==> config.mk <==
export PLATFORM = sky130hd
export DESIGN_NAME = grid_renderer
export DESIGN_NICKNAME = d
export VERILOG_FILES = /design/src/rtl/grid_pkg.sv /design/src/rtl/rect_scanner.sv /design/src/rtl/grid_renderer.sv
export SDC_FILE = /design/constraint.sdc
export NUM_CORES = 1
export LEC_CHECK = 0
export BUFFER_PORTS_ARGS = -buffer_cell sky130_fd_sc_hd__buf_2
export CAP_MARGIN = 10
export CORE_MARGIN = 3
export CORE_UTILIZATION = 50
export DETAILED_ROUTE_END_ITERATION = 8
export PLACE_DENSITY_LB_ADDON = 0.05
export REMOVE_ABC_BUFFERS = 1
export SYNTH_ARGS = -nofsm -noshare
export SYNTH_HDL_FRONTEND = slang
export SYNTH_HIERARCHICAL = 1
export SYNTH_SLANG_ARGS = --single-unit
==> constraint.sdc <==
create_clock -name clk -period 13.9 [get_ports clk]
set_input_delay 0.695 -clock clk [delete_from_list [all_inputs] [get_ports clk]]
set_output_delay 0.695 -clock clk [all_outputs]
set_load 0.005 [all_outputs]
==> src/rtl/grid_pkg.sv <==
// grid_pkg: renderer state encoding and cell geometry helpers
package grid_pkg;
  typedef enum logic [2:0] {IDLE, CLEAR, SCAN, SETUP, DRAW, DONE} state_t;
  function automatic int cell_size(input int scr, input int n, input int gap);
    return (scr - (n - 1) * gap) / n;
  endfunction
  function automatic int cell_org(input int k, input int size, input int gap);
    return k * (size + gap);
  endfunction
endpackage

==> src/rtl/rect_scanner.sv <==
// rect_scanner: row-major raster counter over a loaded rectangle
module rect_scanner #(
  parameter int XW    = 9,
  parameter int YW    = 8,
  parameter int RST_W = 320,
  parameter int RST_H = 240
) (
  input  logic          clk,
  input  logic          rst,
  input  logic          i_load,
  input  logic          i_step,
  input  logic [XW-1:0] i_x0,
  input  logic [YW-1:0] i_y0,
  input  logic [XW-1:0] i_w,
  input  logic [YW-1:0] i_h,
  output logic [XW-1:0] o_x,
  output logic [YW-1:0] o_y,
  output logic          o_last
);
  logic [XW-1:0] r_xs, r_xe;
  logic [YW-1:0] r_ye;
  assign o_last = (o_x == r_xe) && (o_y == r_ye);
  // reset parks the counter on the full-screen rectangle so CLEAR can start at once
  always_ff @(posedge clk or posedge rst)
    if (rst) begin
      o_x  <= '0;
      o_y  <= '0;
      r_xs <= '0;
      r_xe <= XW'(RST_W - 1);
      r_ye <= YW'(RST_H - 1);
    end else if (i_load) begin
      o_x  <= i_x0;
      o_y  <= i_y0;
      r_xs <= i_x0;
      r_xe <= i_x0 + i_w - XW'(1);
      r_ye <= i_y0 + i_h - YW'(1);
    end else if (i_step && !o_last) begin
      o_x <= (o_x == r_xe) ? r_xs : o_x + XW'(1);
      o_y <= (o_x == r_xe) ? o_y + YW'(1) : o_y;
    end
endmodule

==> src/rtl/grid_renderer.sv <==
// grid_renderer: redraws a GRID_N x GRID_N colour grid, repainting only cells whose colour changed
module grid_renderer import grid_pkg::*; #(
  parameter int GRID_N   = 3,
  parameter int SCR_W    = 320,
  parameter int SCR_H    = 240,
  parameter int GAP      = 5,
  parameter int COLOR_W  = 3,
  parameter int BG_COLOR = 0,
  parameter int XW       = 9,
  parameter int YW       = 8
) (
  input  logic                            clk,
  input  logic                            rst,
  input  logic [GRID_N*GRID_N*COLOR_W-1:0] cell_color,
  input  logic                            start,
  output logic [XW-1:0]                   x,
  output logic [YW-1:0]                   y,
  output logic [COLOR_W-1:0]              color,
  output logic                            plot,
  output logic                            busy,
  output logic                            done
);
  localparam int NC = GRID_N * GRID_N;
  localparam int IW = $clog2(NC + 1);
  localparam int CW = cell_size(SCR_W, GRID_N, GAP);
  localparam int CH = cell_size(SCR_H, GRID_N, GAP);
  localparam logic [COLOR_W-1:0] BG = COLOR_W'(BG_COLOR);
  state_t r_state, w_next;
  logic [IW-1:0] r_idx;
  logic [NC-1:0] r_dirty, w_diff;
  logic [COLOR_W-1:0] r_snap [NC];
  logic [COLOR_W-1:0] r_color;
  logic [XW-1:0] r_x, w_sx, w_x0;
  logic [YW-1:0] r_y, w_sy, w_y0;
  logic r_pend, r_plot, w_last, w_enter, w_load, w_step, w_setup;
  for (genvar i = 0; i < NC; i++) begin : g_diff
    assign w_diff[i] = cell_color[i*COLOR_W +: COLOR_W] != r_snap[i];
  end
  assign w_setup = r_state == SETUP;
  assign w_x0 = XW'(cell_org(int'(r_idx) % GRID_N, CW, GAP));
  assign w_y0 = YW'(cell_org(int'(r_idx) / GRID_N, CH, GAP));
  assign w_enter = (w_next == CLEAR) && (r_state != CLEAR);
  assign w_load = w_enter || w_setup;
  assign w_step = (r_state == CLEAR) || (r_state == DRAW);
  rect_scanner #(.XW(XW), .YW(YW), .RST_W(SCR_W), .RST_H(SCR_H)) u_scan (
    .clk(clk), .rst(rst), .i_load(w_load), .i_step(w_step),
    .i_x0(w_setup ? w_x0 : '0), .i_y0(w_setup ? w_y0 : '0),
    .i_w(w_setup ? XW'(CW) : XW'(SCR_W)), .i_h(w_setup ? YW'(CH) : YW'(SCR_H)),
    .o_x(w_sx), .o_y(w_sy), .o_last(w_last)
  );
  always_comb begin
    w_next = r_state;
    case (r_state)
      IDLE:    w_next = (start || r_pend) ? CLEAR : (|r_dirty) ? SCAN : IDLE;
      CLEAR:   w_next = w_last ? SCAN : CLEAR;
      SCAN:    w_next = (r_idx == IW'(NC)) ? DONE : r_dirty[r_idx] ? SETUP : SCAN;
      SETUP:   w_next = DRAW;
      DRAW:    w_next = w_last ? SCAN : DRAW;
      DONE:    w_next = r_pend ? CLEAR : IDLE;
      default: w_next = IDLE;
    endcase
  end
  // the dirty compare runs in every state so changes mid-pass are never lost
  always_ff @(posedge clk or posedge rst)
    if (rst) begin
      r_state <= CLEAR;
      r_idx   <= '0;
      r_dirty <= '0;
      r_pend  <= 1'b0;
      r_plot  <= 1'b0;
      r_x     <= '0;
      r_y     <= '0;
      r_color <= BG;
      for (int i = 0; i < NC; i++) r_snap[i] <= '0;
    end else begin
      r_state <= w_next;
      r_pend  <= w_enter ? 1'b0 : r_pend | (start && r_state != IDLE);
      r_plot  <= w_step;
      r_x     <= w_sx;
      r_y     <= w_sy;
      r_color <= (r_state == DRAW) ? r_snap[r_idx] : BG;
      r_dirty <= (r_state == CLEAR && w_last) ? '1 : r_dirty | w_diff;
      if (r_state == IDLE || r_state == CLEAR) r_idx <= '0;
      else if ((r_state == SCAN && w_next == SCAN) || (r_state == DRAW && w_last)) r_idx <= r_idx + IW'(1);
      if (w_setup) begin
        r_snap[r_idx]  <= cell_color[int'(r_idx)*COLOR_W +: COLOR_W];
        r_dirty[r_idx] <= 1'b0;
      end
    end
  assign x     = r_x;
  assign y     = r_y;
  assign color = r_color;
  assign plot  = r_plot;
  assign busy  = r_state != IDLE;
  assign done  = r_state == DONE;
endmodule
==> metrics.md, run 1 <==
| Metric | Value |
|---|---|
| Status | completed |
| Total track usage | 0.222 |
| Total power | 0.935 mW |
| Power Density | 116 nW/um^2 |
| Core area | approximately 14000 um^2 |
| Syn. warnings | 6 |
| Worst IR drop on VDD | between 70 and 80 uV |
| GRT overflow | 0 |
| Worst-margin pin slew | 0.935 ns |
| Total number of vias | around 5500 |
| Synthesized cell area | between 7000 and 8000 um^2 |
| Die height | 127 um |
| DRT antenna net count | 0 |
| Crit path launch | r_idx[3] |
| Number of synthesized flops with an enable pin | 0 |
| CP startpoint kind | register |
| Placed cells | 960 |
| Max Fclk | between 0.1 and 0.15 GHz |
| Crit-path max FO | 23 |
| Ports | 53 |
| Nets | 877 |
| Final core utilization | 0.572 |
| Buffers added on ports | 52 |
| Initial antenna violation count | 0 |
| Worst min path class | register to register |
| Fin Hold WS | around 0.47 ns |
| Dpl ws | 6.96 ns |
| RR Endpoint | u_scan/r_xe[8] |
| TritonCTS clock tree | yes |
| Minimum clock period | 6.99 ns |
| Syn Area/Cell | 9.93 um^2 |
| Mean routed wirelength per cell | 17.7 um |
| Reg2reg setup slack | 6.91 ns |
| Cells after synthesis | 740 |
| Global placement routability congestion | 0.886 |
| Worst-case clock buffer depth | 2 |
| Worst Slack Setup Final | 6.91 ns |
| WP data required | 14.14 ns |
| Worst R2R Path Depth | 26 |
| Critical path endpoint category | register |
| Vias in the first global route | ~5500 |
| Area Growth Syn to Fin | 10.1% |
| HPWL after DPL | 13100 um |
| Starting density of the core | 0.519 |
| DIE WIDTH | 127 um |
| Worst reg2reg startpoint | r_idx[3] |
| DRC viols | 0 |
| Final Cycle Share | 0.503 |
| Ys async rst share | 1.00 |
| Design Area, Final | between 8000 and 9000 um^2 |
| Setup_tns | 0 ns |
| Total CTS buffers | 9 |
| Share of cells above drive strength 1 | 0.202 |
| Post-CTS sizing | 0 |
| RSZ-0062 raised after global routing | no |
| LEAKAGE | around 3.7 nW |
| Worst Path Arrival | 7.23 ns |
| DRT iter0 DRCs | 423 |
| WL final | 17300 um |
| First drt pass iteration count | 5 |
| Setup-failing EPs final | 0 |
| FP Rows | 43 |
| # clock sinks | about 110 |
| Clk pin slew, worst setup/hold paths | roughly 0.080 ns |
| Max Slew Vio Count | 0 |
| DP Area | approximately 7800 um^2 |
| Worst Setup EP | u_scan/r_xe[8] |
| CTS Root Cell | clkbuf_16 |
| Post-synth cell types | 65 |
| Clk Latency, worst-skew pair | 0.36 ns |
| Post-CTS Repair Setup Buffers | 0 |
| Seq/Total Area, Yosys | 0.370 |
| Fillcell total | 1254 |
| Largest net degree at the start of global routing | 66 |
| Post-synthesis register bit count | ~110 |
| Cts hold-fix bufs | 0 |
| Max-Cap Viols | 0 |
| Via density | 5.65 |
| Htree depth | 3 |
| Slew HR | 0.372 |
| Final hold vios | 0 |
| First-pass GRT wire length | between 20000 and 30000 um |
| CP Class | register to register |
| Antenna fix cells | 0 |
| Skew final | 0.0154 ns |
| Post-synth top flop | dfrtp_1 |
| Fin cells | 976 |
| Die area | approximately 16000 um^2 |
==> worst min-delay path by stage <==
stage	depth (start not counted)	slack (ns)	startpoint	to
2_1_floorplan	0	0.41	u_scan/o_y[7]	y[7]
3_3_place_gp	0	0.45	u_scan/o_y[7]	y[7]
3_5_place_dp	0	0.45	u_scan/o_x[5]	x[5]
4_1_cts	0	0.47	u_scan/o_x[5]	x[5]
5_1_grt	0	0.48	u_scan/o_y[7]	y[7]
6_report	0	0.47	u_scan/o_y[7]	y[7]
==> power breakdown <==
group	internal [mW]	leakage (nW)	switching (mW)
Clock	0.155	0.156	0.118
Combinational	0.108	2.27	0.0958
Sequential	0.396	1.29	0.0622
==> area by class of cell <==
class | instances | area [um^2] | share of cell area
clock inverter | 3 | 43.8 | 0.00541
tap | 180 | 225 | 0.0278
inverter | 90 | 338 | 0.0418
multi-input combinational | 524 | 4190 | 0.517
clock buffer | 13 | 270 | 0.0334
timing repair buffer | 58 | 305 | 0.0377
sequential | 108 | 2720 | 0.336
==> sequential cells by signal (all words and copies together), names as in the netlist <==
register / count
y: 8
color: 3
r_pend: 1
x: 9
r_state: 3
u_scan/r_xs: 9
u_scan/o_y: 8
r_snap: 27
u_scan/r_ye: 8
u_scan/o_x: 9
r_idx: 4
r_dirty: 9
u_scan/r_xe: 9
plot: 1
==> synth_stat cells, drive strengths merged, types with 18 or more instances <==
| cell type | number | area share |
|---|---|---|
| a21oi | 36 | 0.026 |
| clkbuf | 18 | 0.0092 |
| dfrtp | 93 | 0.32 |
| ha | 50 | 0.085 |
| inv | 90 | 0.046 |
| mux2 | 40 | 0.061 |
| nand2 | 53 | 0.027 |
| nand3 | 20 | 0.016 |
| nor2 | 38 | 0.019 |
| o21ai | 32 | 0.022 |
| xnor2 | 53 | 0.063 |
| xor2 | 26 | 0.031 |
==> logic make-up after synthesis <==
| kind of cell | synth area share |
|---|---|
| other cells | 0.00102 |
| compound gates | 0.115 |
| mux | 0.123 |
| fa+ha+maj | 0.101 |
| buf+inv | 0.0671 |
| simple gates | 0.125 |
| xor+xnor | 0.0972 |
| flops | 0.370 |
==> worst max-delay path, cell delays in order, from the launching register on <==
cell,delay [ns]
dfrtp_1,0.65
nand2b_1,0.30
inv_1,0.11
ha_1,0.32
nor2b_1,0.32
o21ai_2,0.17
xnor2_1,0.30
inv_1,0.10
ha_1,0.28
nor2_1,0.11
nand2_1,0.09
a2bb2oi_2,0.15
nor2_1,0.30
inv_1,0.17
a21o_1,0.21
ha_1,0.32
ha_1,0.31
fa_1,0.55
fa_1,0.55
and3_1,0.16
inv_1,0.05
ha_1,0.28
inv_1,0.06
ha_1,0.27
a21o_1,0.19
a31o_2,0.22
o311ai_0,0.32
==> metal layers <==
metal	routed length (um)	track usage	vias to the layer above
met1	7910	0.306	2747
li1	-	-	2633
met5	0	0	-
met4	250	0.0555	0
met3	632	0.0351	20
met2	8500	0.369	116
==> cells in the final DEF (no fill, tap or decap), types with 13 or more instances in the layout <==
cell,Yosys,routed
nor2_1,38,38
a21oi_1,34,34
nor3_1,13,13
inv_1,89,87
mux4_2,14,14
nand3_1,18,18
mux2_2,40,40
xor2_1,26,26
mux2i_1,14,13
conb_1,2,13
o21ai_0,26,26
dfstp_2,15,15
xnor2_1,53,53
dfrtp_1,93,93
ha_1,50,50
and3_1,14,14
buf_2,4,52
nand2_1,52,52
Note: power is estimated with default switching activity, not from simulation.
==> inputs of run 2 (changes only) <==
clock period = 6.45 ns   (was 13.9 ns; I/O delays follow)
==> run 2 against run 1 <==
Global-route usage is 0.18 points higher. Via count is 1.0% higher. Clock power is 92% higher. Worst setup slack worse by 6.6 ns. Utilization is 0.40 points higher. Sequential share of layout area is 0.22 points lower. First-iteration DRC count is 12% lower. Critical path type unchanged. Critical endpoint unchanged.
==> metrics.md, run 2 (synthesized netlist as in run 1, its figures left out) <==
| Metric | Value |
|---|---|
| Status | completed |
| DIE WIDTH | 127 um |
| Die area | around 16000 um^2 |
| Worst R2R Path Depth | 27 |
| Clk pin slew, worst setup/hold paths | 0.07 ns |
| Cts hold-fix bufs | 0 |
| Ports | 53 |
| Buffers added on ports | 52 |
| Most common cell after layout, fill and taps aside | dfrtp_1 |
| Worst path slowest cell | fa_1 |
| Worst path most repeated cell | inv_1 |
| First drt pass iteration count | 5 |
| Worst reg2reg startpoint | r_idx[2] |
| Max Slew Vio Count | 0 |
| Critical path endpoint category | register |
| RR Endpoint | u_scan/r_xe[8] |
| Design Area, Final | 8150 um^2 |
| Max FFs per register | 27 |
| First-pass GRT wire length | 28700 um |
| Max-Cap Viols | 0 |
| Final hold vios | 0 |
| Antenna fix cells | 0 |
| Final Cycle Share | 0.951 |
| DRC viols | 0 |
| Mean routed wirelength per cell | 17.8 um |
| WP data required | around 6.7 ns |
| Crit-path max FO | 9 |
| Die height | 127 um |
| FP Rows | 43 |
| Via density | 5.68 |
| Biggest register | r_snap |
| Largest net degree at the start of global routing | 66 |
| Worst Path Arrival | 6.38 ns |
| Total power | approximately 2 mW |
| Total number of vias | around 5600 |
| TritonCTS clock tree | yes |
| CTS Root Cell | clkbuf_16 |
| Minimum clock period | 6.14 ns |
| Total track usage | 0.224 |
| Worst Slack Setup Final | around 0.31 ns |
| LEAKAGE | 3.73 nW |
| DRT antenna net count | 0 |
| DRT iter0 DRCs | 373 |
| Htree depth | 3 |
| Worst-case clock buffer depth | 2 |
| CP max stage delay | 0.55 ns |
| Share of cells above drive strength 1 | 0.220 |
| Skew final | slightly below 0.005 ns |
| Clk Latency, worst-skew pair | 0.35 ns |
| Global placement routability congestion | 0.931 |
| Most frequent cells in the layout | 92 x dfrtp_1, 87 x inv_1, 52 x nand2_1, 52 x buf_2, 51 x xnor2_1 |
| Dpl ws | -0.0777 ns |
| HPWL after DPL | 13200 um |
| Max Fclk | 0.163 GHz |
| Worst min path class | input pin to async pin |
| Core area | 14100 um^2 |
| Power Density | roughly 240 nW/um^2 |
| Worst IR drop on VDD | 136 uV |
| GRT overflow | 0 |
| Total CTS buffers | 9 |
| Vias in the first global route | 5488 |
| WL final | between 15000 and 20000 um |
| Worst-margin pin slew | 0.952 ns |
| Slew HR | 0.361 |
| CP startpoint kind | register |
| Reg2reg setup slack | around 0.31 ns |
| Starting density of the core | 0.519 |
| Area Growth Syn to Fin | 10.9% |
| Initial antenna violation count | 0 |
| Setup-failing EPs final | 0 |
| # clock sinks | 108 |
| Fillcell total | 1263 |
| DP Area | 7810 um^2 |
| Nets | around 900 |
| Post-CTS Repair Setup Buffers | 0 |
| CP Class | register to register |
run 2: worst max path at each step:
| stage | startpoint | to | slack (ns) |
|---|---|---|---|
| floorplan | r_idx[0] | u_scan/r_xe[8] | -0.11 |
| global placement | r_idx[2] | u_scan/r_xe[8] | 0.19 |
| detailed placement | r_idx[2] | u_scan/r_xe[8] | -0.08 |
| CTS | r_idx[2] | u_scan/r_xe[8] | 0.06 |
| global route | r_idx[2] | u_scan/r_xe[8] | -0.01 |
| finish | r_idx[2] | u_scan/r_xe[8] | 0.31 |
run 2: worst max-delay path, delay by kind of cell (launching register included):
| family | cells | cell delay, ns |
|---|---|---|
| compound gates | 7 | 1.56 |
| flops | 1 | 0.47 |
| buf+inv | 5 | 0.37 |
| xor+xnor | 1 | 0.17 |
| fa+ha+maj | 8 | 2.63 |
| simple gates | 6 | 0.85 |
run 2: area by class of cell:
| type | count | area, um^2 | area share |
|---|---|---|---|
| Multi-Input combinational cell | 524 | 4250 | 0.521 |
| Sequential cell | 108 | 2720 | 0.334 |
| Timing Repair Buffer | 63 | 343 | 0.0421 |
| Inverter | 90 | 338 | 0.0415 |
| Clock buffer | 11 | 243 | 0.0298 |
| Tap cell | 180 | 225 | 0.0276 |
| Clock inverter | 5 | 28.8 | 0.00353 |
run 2: timing repair:
action                     in CTS  in global routing
resized for setup               1                 12
gates cloned                    0                  0
setup endpoints to repair       1                  4
run 2: where the power goes:
part           leakage (nW)  internal, mW  switching, mW  total (mW)
Clock                 0.139         0.271          0.252       0.523
Combinational          2.30         0.234          0.205       0.439
Sequential             1.29         0.853          0.138       0.991
run 2: metrics by stage:
step,instances,hold slack (ns),setup TNS [ns],util
global placement,965,0.452,0,0.552
finish,981,0.109,0,0.576
global route,981,0.154,-0.00969,0.576
CTS,981,0.134,0,0.572
floorplan,722,0.411,-0.106,-
detailed placement,965,0.464,-0.0777,0.552
run 2: per-layer routing:
| layer | part of all wire | track usage | wire, um |
|---|---|---|---|
| met5 | 0 | 0 | 0 |
| met3 | 0.042 | 0.0468 | 733 |
| met2 | 0.49 | 0.358 | 8500 |
| met1 | 0.45 | 0.311 | 7960 |
| met4 | 0.018 | 0.0618 | 316 |
==> inputs of run 3 (changes only) <==
clock period = 6.85 ns   (was 6.45 ns; I/O delays follow)
==> run 3 against run 2 <==
Maximum frequency shrank 3.9%. Routed wire length about the same. Critical endpoint unchanged. Via count fell by 1.3%. Highest routed layer unchanged. Non-clock buffer count down 2. Worst setup slack gained 0.15 ns. Clock power increased by 5.0%. Die area is the same.
==> metrics.md, run 3 (synthesized netlist as in run 1, its figures left out) <==
| Metric | Value |
|---|---|
| Status | completed |
| Worst R2R Path Depth | 27 |
| Worst-margin pin slew | 0.933 ns |
| Slew HR | 0.373 |
| CTS Root Cell | clkbuf_16 |
| Buffers added on ports | 52 |
| Final Cycle Share | 0.932 |
| FP Rows | 43 |
| Post-CTS sizing | 0 |
| Worst-case clock buffer depth | 2 |
| GR peak layer | met2 |
| Final core utilization | 0.573 |
| Total CTS buffers | 9 |
| Logic pwr share | 0.219 |
| Nets | between 800 and 900 |
| Starting density of the core | 0.519 |
| Power Density | 234 nW/um^2 |
| WP buf/inv | 5 |
| RSZ-0062 raised after global routing | no |
| Antenna fix cells | 0 |
| CP Class | register to register |
| Most frequent cells in the layout | 92 x dfrtp_1, 87 x inv_1, 53 x xnor2_1, 52 x nand2_1, 52 x buf_2 |
| HPWL after DPL | 13100 um |
| Worst reg2reg startpoint | r_idx[3] |
| Clk pin slew, worst setup/hold paths | 0.08 ns |
| Most common cell after layout, fill and taps aside | dfrtp_1 |
| Skew final | 0.00860 ns |
| Critical path endpoint category | register |
| Worst path most repeated cell | ha_1 |
| DIE WIDTH | between 100 and 150 um |
| WP data required | 7.09 ns |
| First-pass GRT wire length | slightly below 30000 um |
| Worst min path class | input pin to async pin |
| Vias in the first global route | ~5600 |
| Crit-path max FO | 9 |
| GRT overflow | 0 |
| Worst IR drop on VDD | around 120 uV |
| Total number of vias | 5498 |
| DRT iter0 DRCs | 492 |
| Clk Latency, worst-skew pair | ~0.36 ns |
| M2 GR Usage | 0.368 |
| Die area | 16200 um^2 |
| Reg2reg setup slack | around 0.47 ns |
| Via density | 5.62 |
| Die height | about 130 um |
| Ports | 53 |
| Met3 Resource Use GR | 0.0414 |
| Worst Path Arrival | 6.62 ns |
| Net Sw Frac | 0.303 |
| Area Growth Syn to Fin | 10.4% |
| Max Slew Vio Count | 0 |
| Minimum clock period | 6.38 ns |
| Final hold vios | 0 |
| CP top delay family | adder cells |
| CP max stage delay | approximately 0.54 ns |
| Setup_tns | 0 ns |
| CP startpoint kind | register |
| Initial antenna violation count | 0 |
| WL final | around 18000 um |
| First drt pass iteration count | 5 |
| Biggest register | r_snap |
| Worst path slowest cell | fa_1 |
| Mean routed wirelength per cell | between 15 and 20 um |
| Max-Cap Viols | 0 |
| Setup-failing EPs final | 0 |
| Met1 usage | 0.321 |
| Max FFs per register | 27 |
| Htree depth | 3 |
| Sequential power share | 0.492 |
| Share of cells above drive strength 1 | 0.209 |
| Post-CTS Repair Setup Buffers | 0 |
| LEAKAGE | 3.72 nW |
| Core area | 14100 um^2 |
| Cts hold-fix bufs | 0 |
| NetSw | between 0.5 and 0.6 mW |
| Clock Power Share | 0.290 |
| Max Fclk | roughly 0.16 GHz |
| P_int | 1.32 mW |
| Largest net degree at the start of global routing | 66 |
| Global placement routability congestion | a little under 0.9 |
| DRT antenna net count | 0 |
| DRC viols | 0 |
| TritonCTS clock tree | yes |
| # clock sinks | 108 |
| RR Endpoint | u_scan/r_xe[8] |
| Total track usage | 0.228 |
[run 3: cell count changes in the layout (fill, tap and decap cells not counted), moves of 2 or more]
cell / change
buf_4: -2
clkinv_2: -3
ha_1: +2
ha_2: -2
inv_6: +3
xnor2_1: +2
xnor2_2: -2
[run 3: tightest hold or removal path: cells and delay by family]
family / cells / cell delay, ns
buf+inv: 3 / 0.63
[run 3: how the worst max path moves through the flow]
stage          cells past startpoint  slack (ns)              to     start
6_report                          27        0.47  u_scan/r_xe[8]  r_idx[3]
5_1_grt                           27        0.03  u_scan/r_xe[8]  r_idx[3]
4_1_cts                           25        0.30  u_scan/r_xe[8]  r_idx[1]
3_5_place_dp                      25        0.35  u_scan/r_xe[8]  r_idx[1]
3_3_place_gp                      24        0.58  u_scan/r_xe[8]  r_idx[1]
2_1_floorplan                     25        0.29  u_scan/r_xe[8]  r_idx[0]
[run 3: metrics by stage]
step           setup slack, ns  cell area (um^2)  total power, mW  hold WS (ns)  cells
3_5_place_dp             0.352              7800             1.36         0.463    963
3_3_place_gp             0.576              7800             1.35         0.454    963
6_report                 0.466              8110             1.90         0.139    979
5_1_grt                 0.0261              8110             2.01         0.195    979
4_1_cts                  0.301              8110             1.92         0.148    979
2_1_floorplan            0.294              7230             1.21         0.411    722
[run 3: final cells by class]
class,instances,area [um^2]
inverter,90,338
sequential,108,2720
clock inverter,6,68.8
tap,180,225
clock buffer,10,239
multi-input combinational,524,4190
fill,1263,6040
timing repair buffer,61,328
[run 3: routing by layer]
layer | vias to the layer above | share of wire
li1 | 2643 | -
met1 | 2737 | 0.46
met2 | 98 | 0.49
met3 | 20 | 0.033
met4 | 0 | 0.017
met5 | - | 0
[run 3: power by group through the flow]
stage | Sequential [mW] | Combinational [mW] | Clock [mW]
2_1_floorplan | 0.908 | 0.307 | 0
3_3_place_gp | 0.940 | 0.406 | 0
3_5_place_dp | 0.944 | 0.415 | 0
4_1_cts | 0.933 | 0.420 | 0.563
5_1_grt | 0.954 | 0.464 | 0.590
6_report | 0.932 | 0.414 | 0.549
